## src/rtl/equal_pkg.sv

```systemverilog
// Shared widths and types for the equality compare path.
// Latency: n/a (declarations only). Backpressure: n/a.
// Optional first_diff/any_diff outputs are enabled by EQUAL_FIRST_DIFF_EN.
package equal_pkg;
    localparam int EQ_WIDTH = 32;
    localparam int EQ_IDX_W = $clog2(EQ_WIDTH);

    typedef logic [EQ_WIDTH-1:0] eq_word_t;
    typedef logic [EQ_IDX_W-1:0] eq_idx_t;
endpackage

```

## src/rtl/equal_reduce8.sv

```systemverilog
// 8-bit compare slice: per-bit mismatch plus a slice-equal flag.
// Latency: combinational. Backpressure: none.
// Equality is a balanced 3-level AND tree over the XNORs.
module equal_reduce8 (
    input  logic [7:0] a,
    input  logic [7:0] b,
    output logic [7:0] mismatch,
    output logic       eq
);
    logic [7:0] xn;
    logic [3:0] lvl1;
    logic [1:0] lvl2;

    assign mismatch = a ^ b;
    assign xn       = ~mismatch;

    assign lvl1 = {xn[7] & xn[6], xn[5] & xn[4], xn[3] & xn[2], xn[1] & xn[0]};
    assign lvl2 = {lvl1[3] & lvl1[2], lvl1[1] & lvl1[0]};
    assign eq   = lvl2[1] & lvl2[0];
endmodule

```

## src/rtl/equal_32.sv

```systemverilog
// Registered WIDTH-bit equality comparator with per-bit mismatch mask.
// Latency: 1 cycle from in_valid to out_valid. Backpressure: none, one pair per cycle.
// EQUAL_FIRST_DIFF_EN adds the first_diff priority encoder and any_diff.
module equal_32
    import equal_pkg::*;
#(
    parameter int WIDTH = EQ_WIDTH
) (
    input  logic                     clk,
    input  logic                     rst_n,
    input  logic                     in_valid,
    input  logic [WIDTH-1:0]         a,
    input  logic [WIDTH-1:0]         b,
    output logic                     out_valid,
    output logic                     y,
    output logic [WIDTH-1:0]         mismatch
`ifdef EQUAL_FIRST_DIFF_EN
    ,
    output logic [$clog2(WIDTH)-1:0] first_diff,
    output logic                     any_diff
`endif
);
    localparam int NSLICE = WIDTH / 8;
    localparam int IDX_W  = $clog2(WIDTH);

    logic [WIDTH-1:0]  diff;
    logic [NSLICE-1:0] slice_eq;
    logic              eq_all;

    for (genvar g = 0; g < NSLICE; g++) begin : g_slice
        equal_reduce8 u_reduce (
            .a        (a[g*8 +: 8]),
            .b        (b[g*8 +: 8]),
            .mismatch (diff[g*8 +: 8]),
            .eq       (slice_eq[g])
        );
    end

    assign eq_all = &slice_eq;

    // Data outputs only move on a capture; out_valid is a single-cycle pulse.
    always_ff @(posedge clk or negedge rst_n) begin
        if (!rst_n) begin
            out_valid <= 1'b0;
            y         <= 1'b0;
            mismatch  <= '0;
        end else begin
            out_valid <= in_valid;
            if (in_valid) begin
                y        <= eq_all;
                mismatch <= diff;
            end
        end
    end

`ifdef EQUAL_FIRST_DIFF_EN
    logic [IDX_W-1:0] first_diff_nxt;

    // Scan high to low so the lowest set bit is written last and wins.
    always_comb begin
        first_diff_nxt = '0;
        for (int i = WIDTH - 1; i >= 0; i--) begin
            if (diff[i]) first_diff_nxt = IDX_W'(i);
        end
    end

    always_ff @(posedge clk or negedge rst_n) begin
        if (!rst_n) begin
            first_diff <= '0;
        end else if (in_valid) begin
            first_diff <= first_diff_nxt;
        end
    end

    assign any_diff = ~y;
`endif
endmodule

```

## config.mk

```make
export PLATFORM = sky130hd
export DESIGN_NAME = equal_32
export DESIGN_NICKNAME = d
export VERILOG_FILES = /design/src/rtl/equal_pkg.sv /design/src/rtl/equal_reduce8.sv /design/src/rtl/equal_32.sv
export SDC_FILE = /design/constraint.sdc
export NUM_CORES = 1
export LEC_CHECK = 0
export ABC_AREA = 1
export CAP_MARGIN = 20
export CORE_ASPECT_RATIO = 0.7
export CORE_MARGIN = 8
export CORE_UTILIZATION = 34
export CTS_CLUSTER_DIAMETER = 40
export DETAILED_ROUTE_END_ITERATION = 8
export GPL_TIMING_DRIVEN = 0
export PLACE_DENSITY = 0.71
export SYNTH_ARGS = -nofsm -noshare
export SYNTH_HDL_FRONTEND = slang
export SYNTH_HIERARCHICAL = 1
export SYNTH_SLANG_ARGS = --single-unit
```

## constraint.sdc

```tcl
create_clock -name clk -period 0.8 [get_ports clk]
set_clock_uncertainty 0.05 [all_clocks]
set_input_delay 0.12 -clock clk [delete_from_list [all_inputs] [get_ports clk]]
set_output_delay 0.12 -clock clk [all_outputs]
set_load 0.05 [all_outputs]
```

# [After elaboration in Yosys (flattened, before gate mapping)]
# Cells that the tools add are included.
[op_classes] reduce_logical=1 n_bitwise=36
[ops] operator="8-bit inverter" n=4
[ops] operator="8-bit bitwise XOR" n=4
[ops] operator="1-bit bitwise AND" n=28
[ops] operator="4-bit AND reduction" n=1
[totals] input_bits=67 ff_bits=34 out_inout_bits=34

# [Logic depth before layout (Yosys ltp)]
# Gate-level depths: netlist (run 1).
[logic_depth] ltp_word=6 ltp_mapped=8 depth_no_buf=8

# [Cells and area by module]
# Netlist (run 1), hierarchy kept.
[modules_own_cells] module="equal_32" seq_area_each_um2=850.8 instances=1 area_per_inst_um2=1336.3 cells_per_inst=142
[modules_own_cells] module="equal_reduce8" seq_area_each_um2=0.0 instances=4 area_per_inst_um2=186.4 cells_per_inst=43

# [Worst setup path before layout (run 1)]
# Ideal clock, no wire load.
[synth_timing] path_type="register -> register" from="register, netlist name y" to="register y" stages_incl_launch_ff=3 n_path_buf=0 setup_time_ps=127 required_time_ps=623 arrival_ps=731 synth_period_minus_slack_ps=908 setup_slack_ps=-108 path_cell_list="dfrtp_1 nand2_1 o21ai_0"
[synth_rtl] item="to (signal assigned)" line_no="equal_32.sv:50" source="y <= eq_all;"
[synth_rtl] item="to (decl)" line_no="equal_32.sv:15" source="output logic y,"

# [Worst setup path after layout (run 1)]
[layout_timing] from="register mismatch[5]" to="output port mismatch[5]"
[layout_rtl] item="from (decl)" line_no="equal_32.sv:16" source="output logic [WIDTH-1:0] mismatch"
[layout_rtl] item="from (signal assigned)" line_no="equal_32.sv:51" source="mismatch <= diff;"
# No word-level cell between the ends.

==> flow_summary.json, run 1 <==
{
  "finalPower_mw": 5.52,
  "antenna_found_initial": 0,
  "status": "finished, violations left",
  "peakVddDrop_v": 0.000652,
  "num-fill-cells": 613,
  "post-route-util_pct": 56.5,
  "timing.fmax_ghz": 0.971,
  "die_y_um": 81.5,
  "r2r-start": "mismatch[8]$_DFFE_PN0P_",
  "rrSetupSlack_ns": -0.01,
  "r2r_cells": 3,
  "cts_buffer_depth": 2,
  "end_kind": "output pin",
  "preCtsSetupSlack_ns": -0.684,
  "finalHoldViolCount": 34,
  "drv_slew": 0,
  "wl_met3_um": 477,
  "cts_root_buffer": "clkbuf_8",
  "wirelength_mm": 5.95,
  "cp.arrival_ns": 0.86,
  "syn-num-nets": 381,
  "sw_frac_of_total_pct": 36.1,
  "nets": 517,
  "p_seq_share_pct": 37.3,
  "internal_power_mw": 3.53,
  "crit_fanout": 2,
  "path_buf_inv": 1,
  "insertion_delay_ns": 0.27,
  "finalNonFillerCells": 529,
  "hpwl_mm": 4.48,
  "required_ns": 0.63,
  "clkPwrFrac_pct": 23.3,
  "dp.cells": 492,
  "timing.hold.ws_ns": -0.144,
  "synthCells": 314,
  "grt_pass1_wl_mm": 9.48,
  "grt_overflow": 0,
  "powerDensity_nw_per_um2": 1610,
  "r2r_end": "mismatch[8]$_DFFE_PN0P_",
  "numPortBuffers": 100,
  "rows": 24,
  "grt_pass1_vias": 2125,
  "drc": 0,
  "syn-mean-instance-area_sq_um": 6.63,
  "die_area_sq_um": 8920,
  "max_stage_delay_ns": 0.43,
  "min_period_over_period_pct": 129,
  "rsz0062_at_grt": "yes",
  "cts_made_buffers": 5,
  "syn_to_final_growth_pct": 64.7,
  "firstDrtPassIters": 4,
  "worstPathCellList": "buf_8",
  "postPlaceCellArea_sq_um": 3220,
  "grt_max_degree": 35,
  "hold_class": "input port to asynchronous set/reset pin",
  "via_per_inst": 4.19,
  "finalWorstSetupSlack_ns": -0.230,
  "place.gp.congestion": 0.711,
  "synthDistinctLibCells": 13,
  "syn_area_sq_um": 2080,
  "critPathLaunch": "mismatch[5]$_DFFE_PN0P_",
  "drtIter0Drc": 32,
  "worst_slew_pin_slew_ns": 0.754,
  "core-area_sq_um": 6070,
  "final_cell_area_sq_um": 3430,
  "comb_power_share_pct": 39.4,
  "leakage_nw": 1.96,
  "final-setup-viol-count": 36,
  "power.switching_mw": 1.99,
  "antenna_cells": 0,
  "violations": "hold timing, setup timing",
  "ys_ff_latch": 34,
  "cts_htree_levels": 2,
  "cts_tree": "built",
  "met2WireLength_mm": 2.96,
  "slowest_stage": "dfrtp_2",
  "cts_sinks": 34,
  "tns_ns": -7.18,
  "clkTransAtPathRegs_ns": 0.07,
  "crit_type": "register to output pin",
  "yosysWarnings": 6,
  "die_w_um": 110,
  "start_kind": "register",
  "ys_seq_area_share_pct": 40.9,
  "initial_utilization_pct": 34.3,
  "wl_met1_mm": 2.48,
  "ios": 101,
  "finalCriticalPeriod_ns": 1.03,
  "wl_per_cell_um": 11.3,
  "slew-limit-headroom_pct": 49.7,
  "highest_layer": "met4",
  "cap_viol_max_count": 0,
  "via_count": 2216,
  "ant_nets": 0,
  "grtUsageTotal_pct": 13.3,
  "drive_above_1_share_pct": 60.1,
  "path_delay_family": "flip-flops"
}
[power by group through the flow]
stage | combinational [mW] | sequential (mW) | clock (mW)
after floorplan | 0.512 | 2.67 | 0
after global placement | 1.98 | 2.04 | 0
after detailed placement | 2.00 | 2.05 | 0
after CTS | 2.13 | 2.05 | 1.34
after global routing | 2.35 | 2.08 | 1.40
final | 2.18 | 2.06 | 1.28
[worst reg2reg max path: cells and delay by family (launching register included)]
family / cells / cell delay [ns]
flops: 1 / 0.42
simple gates: 2 / 0.10
buf+inv: 1 / 0.14
[sequential cells by signal, indices dropped and copies added, names as in the netlist]
signal,flops
mismatch,32
out_valid,1
y,1
[layer usage]
metal,vias up,global-route usage [%]
li1,1171,-
met1,983,15.8
met2,60,22.7
met3,2,4.08
met4,0,4.03
met5,-,0
[kinds of logic after synthesis]
group,share of synthesized area [%]
buf+inv,12.6
simple gates,46.3
compound gates,0.240
flops,40.9
[placed cells by master (no fill, tap or decap)]
cell type / n
buf_2: 13
buf_4: 28
buf_6: 45
buf_8: 6
clkbuf_1: 1
clkbuf_2: 43
clkbuf_8: 6
clkinv_2: 1
dfrtp_1: 1
dfrtp_2: 33
dlygate4sd2_1: 1
inv_1: 32
inv_2: 16
inv_8: 1
nand2_1: 128
nand2_2: 42
nand3_2: 1
nor2_1: 17
nor2_2: 32
nor2_4: 3
o21ai_2: 1
[synthesized netlist by cell type (all sizes together)]
cell type    n  area [sq um]
inv         49           191
o21ai        1          5.00
dfrtp       34           851
nor2        52           245
nand3        1          5.00
nand2      170           713
buf          7          71.3
[worst max path at each step]
stage / to / slack, ns / depth (start not counted)
3_5_place_dp: y$_DFFE_PN0P_ / -0.68 / 9
3_3_place_gp: mismatch[12]$_DFFE_PN0P_ / -1.34 / 1
5_1_grt: mismatch[9] / -0.25 / 1
2_1_floorplan: y$_DFFE_PN0P_ / -0.03 / 2
4_1_cts: mismatch[6] / -0.24 / 1
6_report: mismatch[5] / -0.23 / 1
[repair_timing]
action / 4_1_cts / 5_1_grt
gates resized for setup: 390 / 118
buffers inserted: 25 / 6
endpoints found under the setup margin: 66 / 44
pin swaps: 73 / 69
endpoints found under the hold margin: 34 / 34
[cell type report]
class	instances	area [sq um]	area share, %
multi-input cells	224	1060	30.9
plain buffers	7	71.3	2.08
flip-flops and latches	34	892	26.0
repair buffers	129	1020	29.9
clock buffers	7	86.3	2.52
inverters	49	191	5.58
clock inverters	1	5.00	0.146
well taps	78	97.6	2.85
Note: power is estimated with default switching activity, not from simulation.
==> run 2: changes to the inputs <==
Settings changed: ABC_AREA 1 to default, PLACE_DENSITY 0.71 to 0.75.
==> run 2 against run 1 <==
Compared with the run above: the run still ends with hold timing, setup timing left; register-to-register slack got worse by 0.17 ns; combinational power rose by 33%; cell count down 37%; cell area fell by 0.99%; area after synthesis shrank 15%; largest power group unchanged.
==> flow_summary.json, run 2 <==
{
  "status": "finished, violations left",
  "violations": "hold timing, setup timing",
  "syn_area_sq_um": 1770,
  "synth_edf_count": 0,
  "rrSetupSlack_ns": -0.18,
  "finalCriticalPeriod_ns": 1.03,
  "via_per_inst": 4.28,
  "wl_per_cell_um": 17.0,
  "layout.cells.most_common_list": "buf_6 (40), buf_2 (36), dfrtp_2 (32)",
  "synthCells": 117,
  "largest_register_ffs": 32,
  "cts_buffer_depth": 2,
  "yosysWarnings": 6,
  "cts_root_buffer": "clkbuf_8",
  "numPortBuffers": 100,
  "cts-hold-fix-buffers": 1,
  "synthTopCellsByCount": "dfrtp_1 (34), xor2_1 (32), mux2_4 (29)",
  "ant_nets": 0,
  "worst_slew_pin_slew_ns": 0.780,
  "seq_area_sq_um": 891,
  "die_w_um": 102,
  "timing.hold.ws_ns": -0.139,
  "postPlaceCellArea_sq_um": 2890,
  "cts_htree_levels": 2,
  "via_count": 1421,
  "finalHoldViolCount": 34,
  "finalPower_mw": 6.38,
  "place.gp.congestion": 0.767,
  "antenna_cells": 0,
  "slowest_stage": "dfrtp_2",
  "finalWorstSetupSlack_ns": -0.228,
  "final-setup-viol-count": 67,
  "rsz0062_at_grt": "yes",
  "wirelength_mm": 5.66,
  "cts_tree": "built",
  "reg.largest.list": "mismatch (32), out_valid (1), y (1)",
  "drv_slew": 0,
  "worstPathCellList": "buf_6",
  "max_stage_delay_ns": 0.42,
  "clkTransAtPathRegs_ns": 0.07,
  "rows": 22,
  "slew-limit-headroom_pct": 48.0,
  "hold_class": "input port to asynchronous set/reset pin",
  "syn-num-nets": 184,
  "final_cell_area_sq_um": 3390,
  "min_period_over_period_pct": 128,
  "powerDensity_nw_per_um2": 1880,
  "r2r_cells": 2,
  "internal_power_mw": 4.10,
  "comb_power_share_pct": 45.3,
  "yosysMostFrequentCell": "dfrtp_1",
  "r2r_end": "mismatch[29]$_DFFE_PN0P_",
  "tns_ns": -9.39,
  "end_kind": "output pin",
  "syn_to_final_growth_pct": 92.1,
  "crit_fanout": 2,
  "peakVddDrop_v": 0.00101,
  "cap_viol_max_count": 0,
  "clkPwrFrac_pct": 20.1,
  "grt_max_degree": 35,
  "core-area_sq_um": 5120,
  "synthDistinctLibCells": 11,
  "start_kind": "register",
  "power.switching_mw": 2.28,
  "cts_sinks": 34,
  "cp.arrival_ns": 0.86,
  "drtIter0Drc": 14,
  "drive_above_1_share_pct": 83.1,
  "leakage_nw": 1.59,
  "regMostFlops": "mismatch",
  "sw_frac_of_total_pct": 35.7,
  "path_buf_inv": 1,
  "ys_seq_area_share_pct": 48.2,
  "path_delay_family": "flip-flops",
  "initial_utilization_pct": 34.5,
  "grt_overflow": 0,
  "required_ns": 0.63,
  "grt_pass1_vias": 1651,
  "synth_area_leader_cell": "dfrtp_1",
  "syn-mean-instance-area_sq_um": 15.1,
  "p_seq_share_pct": 34.6,
  "synth_ff_type": "dfrtp_1",
  "r2r-start": "mismatch[29]$_DFFE_PN0P_",
  "timing.fmax_ghz": 0.973,
  "firstDrtPassIters": 4,
  "async_reset_ff_share_pct": 100,
  "cts_made_buffers": 5,
  "antenna_found_initial": 0,
  "num-fill-cells": 395,
  "grt_pass1_wl_mm": 8.95,
  "multiInputGateArea_sq_um": 1030,
  "die_y_um": 76.3,
  "final_common_cell": "buf_6",
  "ios": 101,
  "ys_ff_latch": 34,
  "yosys.area.top_type_share_pct": 48.2,
  "dp.cells": 289,
  "crit_type": "register to output pin",
  "die_area_sq_um": 7800,
  "grtUsageTotal_pct": 14.8,
  "drc": 0,
  "nets": 326,
  "hpwl_mm": 3.98,
  "insertion_delay_ns": 0.27,
  "finalNonFillerCells": 332,
  "netlist_top_cells_area": "dfrtp_1 (48%), mux2_4 (25%), xor2_1 (16%)"
}
-- run 2: cell count changes in the layout (fill, tap and decap cells not counted), moves of 30 or more --
| cell | delta |
|---|---|
| nand2_2 | -42 |
| nor2_2 | -32 |
| nand2_1 | -128 |
| mux2_4 | +30 |
| inv_1 | -31 |
| clkbuf_2 | -40 |
-- run 2: how the worst max path moves through the flow --
| stage | from | endpoint | cells past startpoint |
|---|---|---|---|
| 6_report | mismatch[24]$_DFFE_PN0P_ | mismatch[24] | 1 |
| 3_5_place_dp | b[22] | y$_DFFE_PN0P_ | 6 |
| 4_1_cts | mismatch[26]$_DFFE_PN0P_ | mismatch[26] | 1 |
| 2_1_floorplan | b[22] | y$_DFFE_PN0P_ | 5 |
| 3_3_place_gp | rst_n | mismatch[5]$_DFFE_PN0P_ | 1 |
| 5_1_grt | mismatch[17]$_DFFE_PN0P_ | mismatch[17] | 1 |
-- run 2: stage by stage --
stage	utilization (%)	setup slack, ns
6_report	66.3	-0.228
5_1_grt	66.3	-0.254
4_1_cts	66.1	-0.232
3_5_place_dp	56.5	-0.814
3_3_place_gp	56.6	-1.31
2_1_floorplan	-	-0.166
-- run 2: layout make-up --
class	instances	area share [%]
plain buffers	3	1.77
clock buffers	7	2.54
clock inverters	1	0.147
inverters	1	0.111
multi-input cells	78	30.4
flip-flops and latches	34	26.2
well taps	72	2.65
repair buffers	136	36.1
-- run 2: kinds of logic after synthesis --
group	share of synthesized area, %
xor+xnor	15.9
buf+inv	4.25
mux	27.1
simple gates	4.60
flops	48.2
-- run 2: per-layer routing --
metal / vias to the layer above / global-route usage (%) / part of all wire, %
met5: - / 0 / 0
met2: 59 / 23.2 / 47
li1: 663 / - / -
met1: 695 / 18.1 / 40
met4: 0 / 3.07 / 0.55
met3: 4 / 6.75 / 12
-- run 2: power by group through the flow --
stage	Sequential, mW	Combinational (mW)	Clock (mW)
finish	2.21	2.89	1.28
detailed placement	2.17	2.49	0
global route	2.24	3.02	1.40
floorplan	3.06	0.584	0
global placement	2.16	2.48	0
CTS	2.20	2.86	1.32
-- run 2: repair_timing --
| item | 4_1_cts | 5_1_grt |
|---|---|---|
| resized for setup | 465 | 13 |
| endpoints found under the setup margin | 67 | 67 |
| setup buffers | 32 | 1 |
| pin swaps | 44 | 7 |
| cloned | 2 | 0 |
| endpoints found under the hold margin | 35 | 34 |
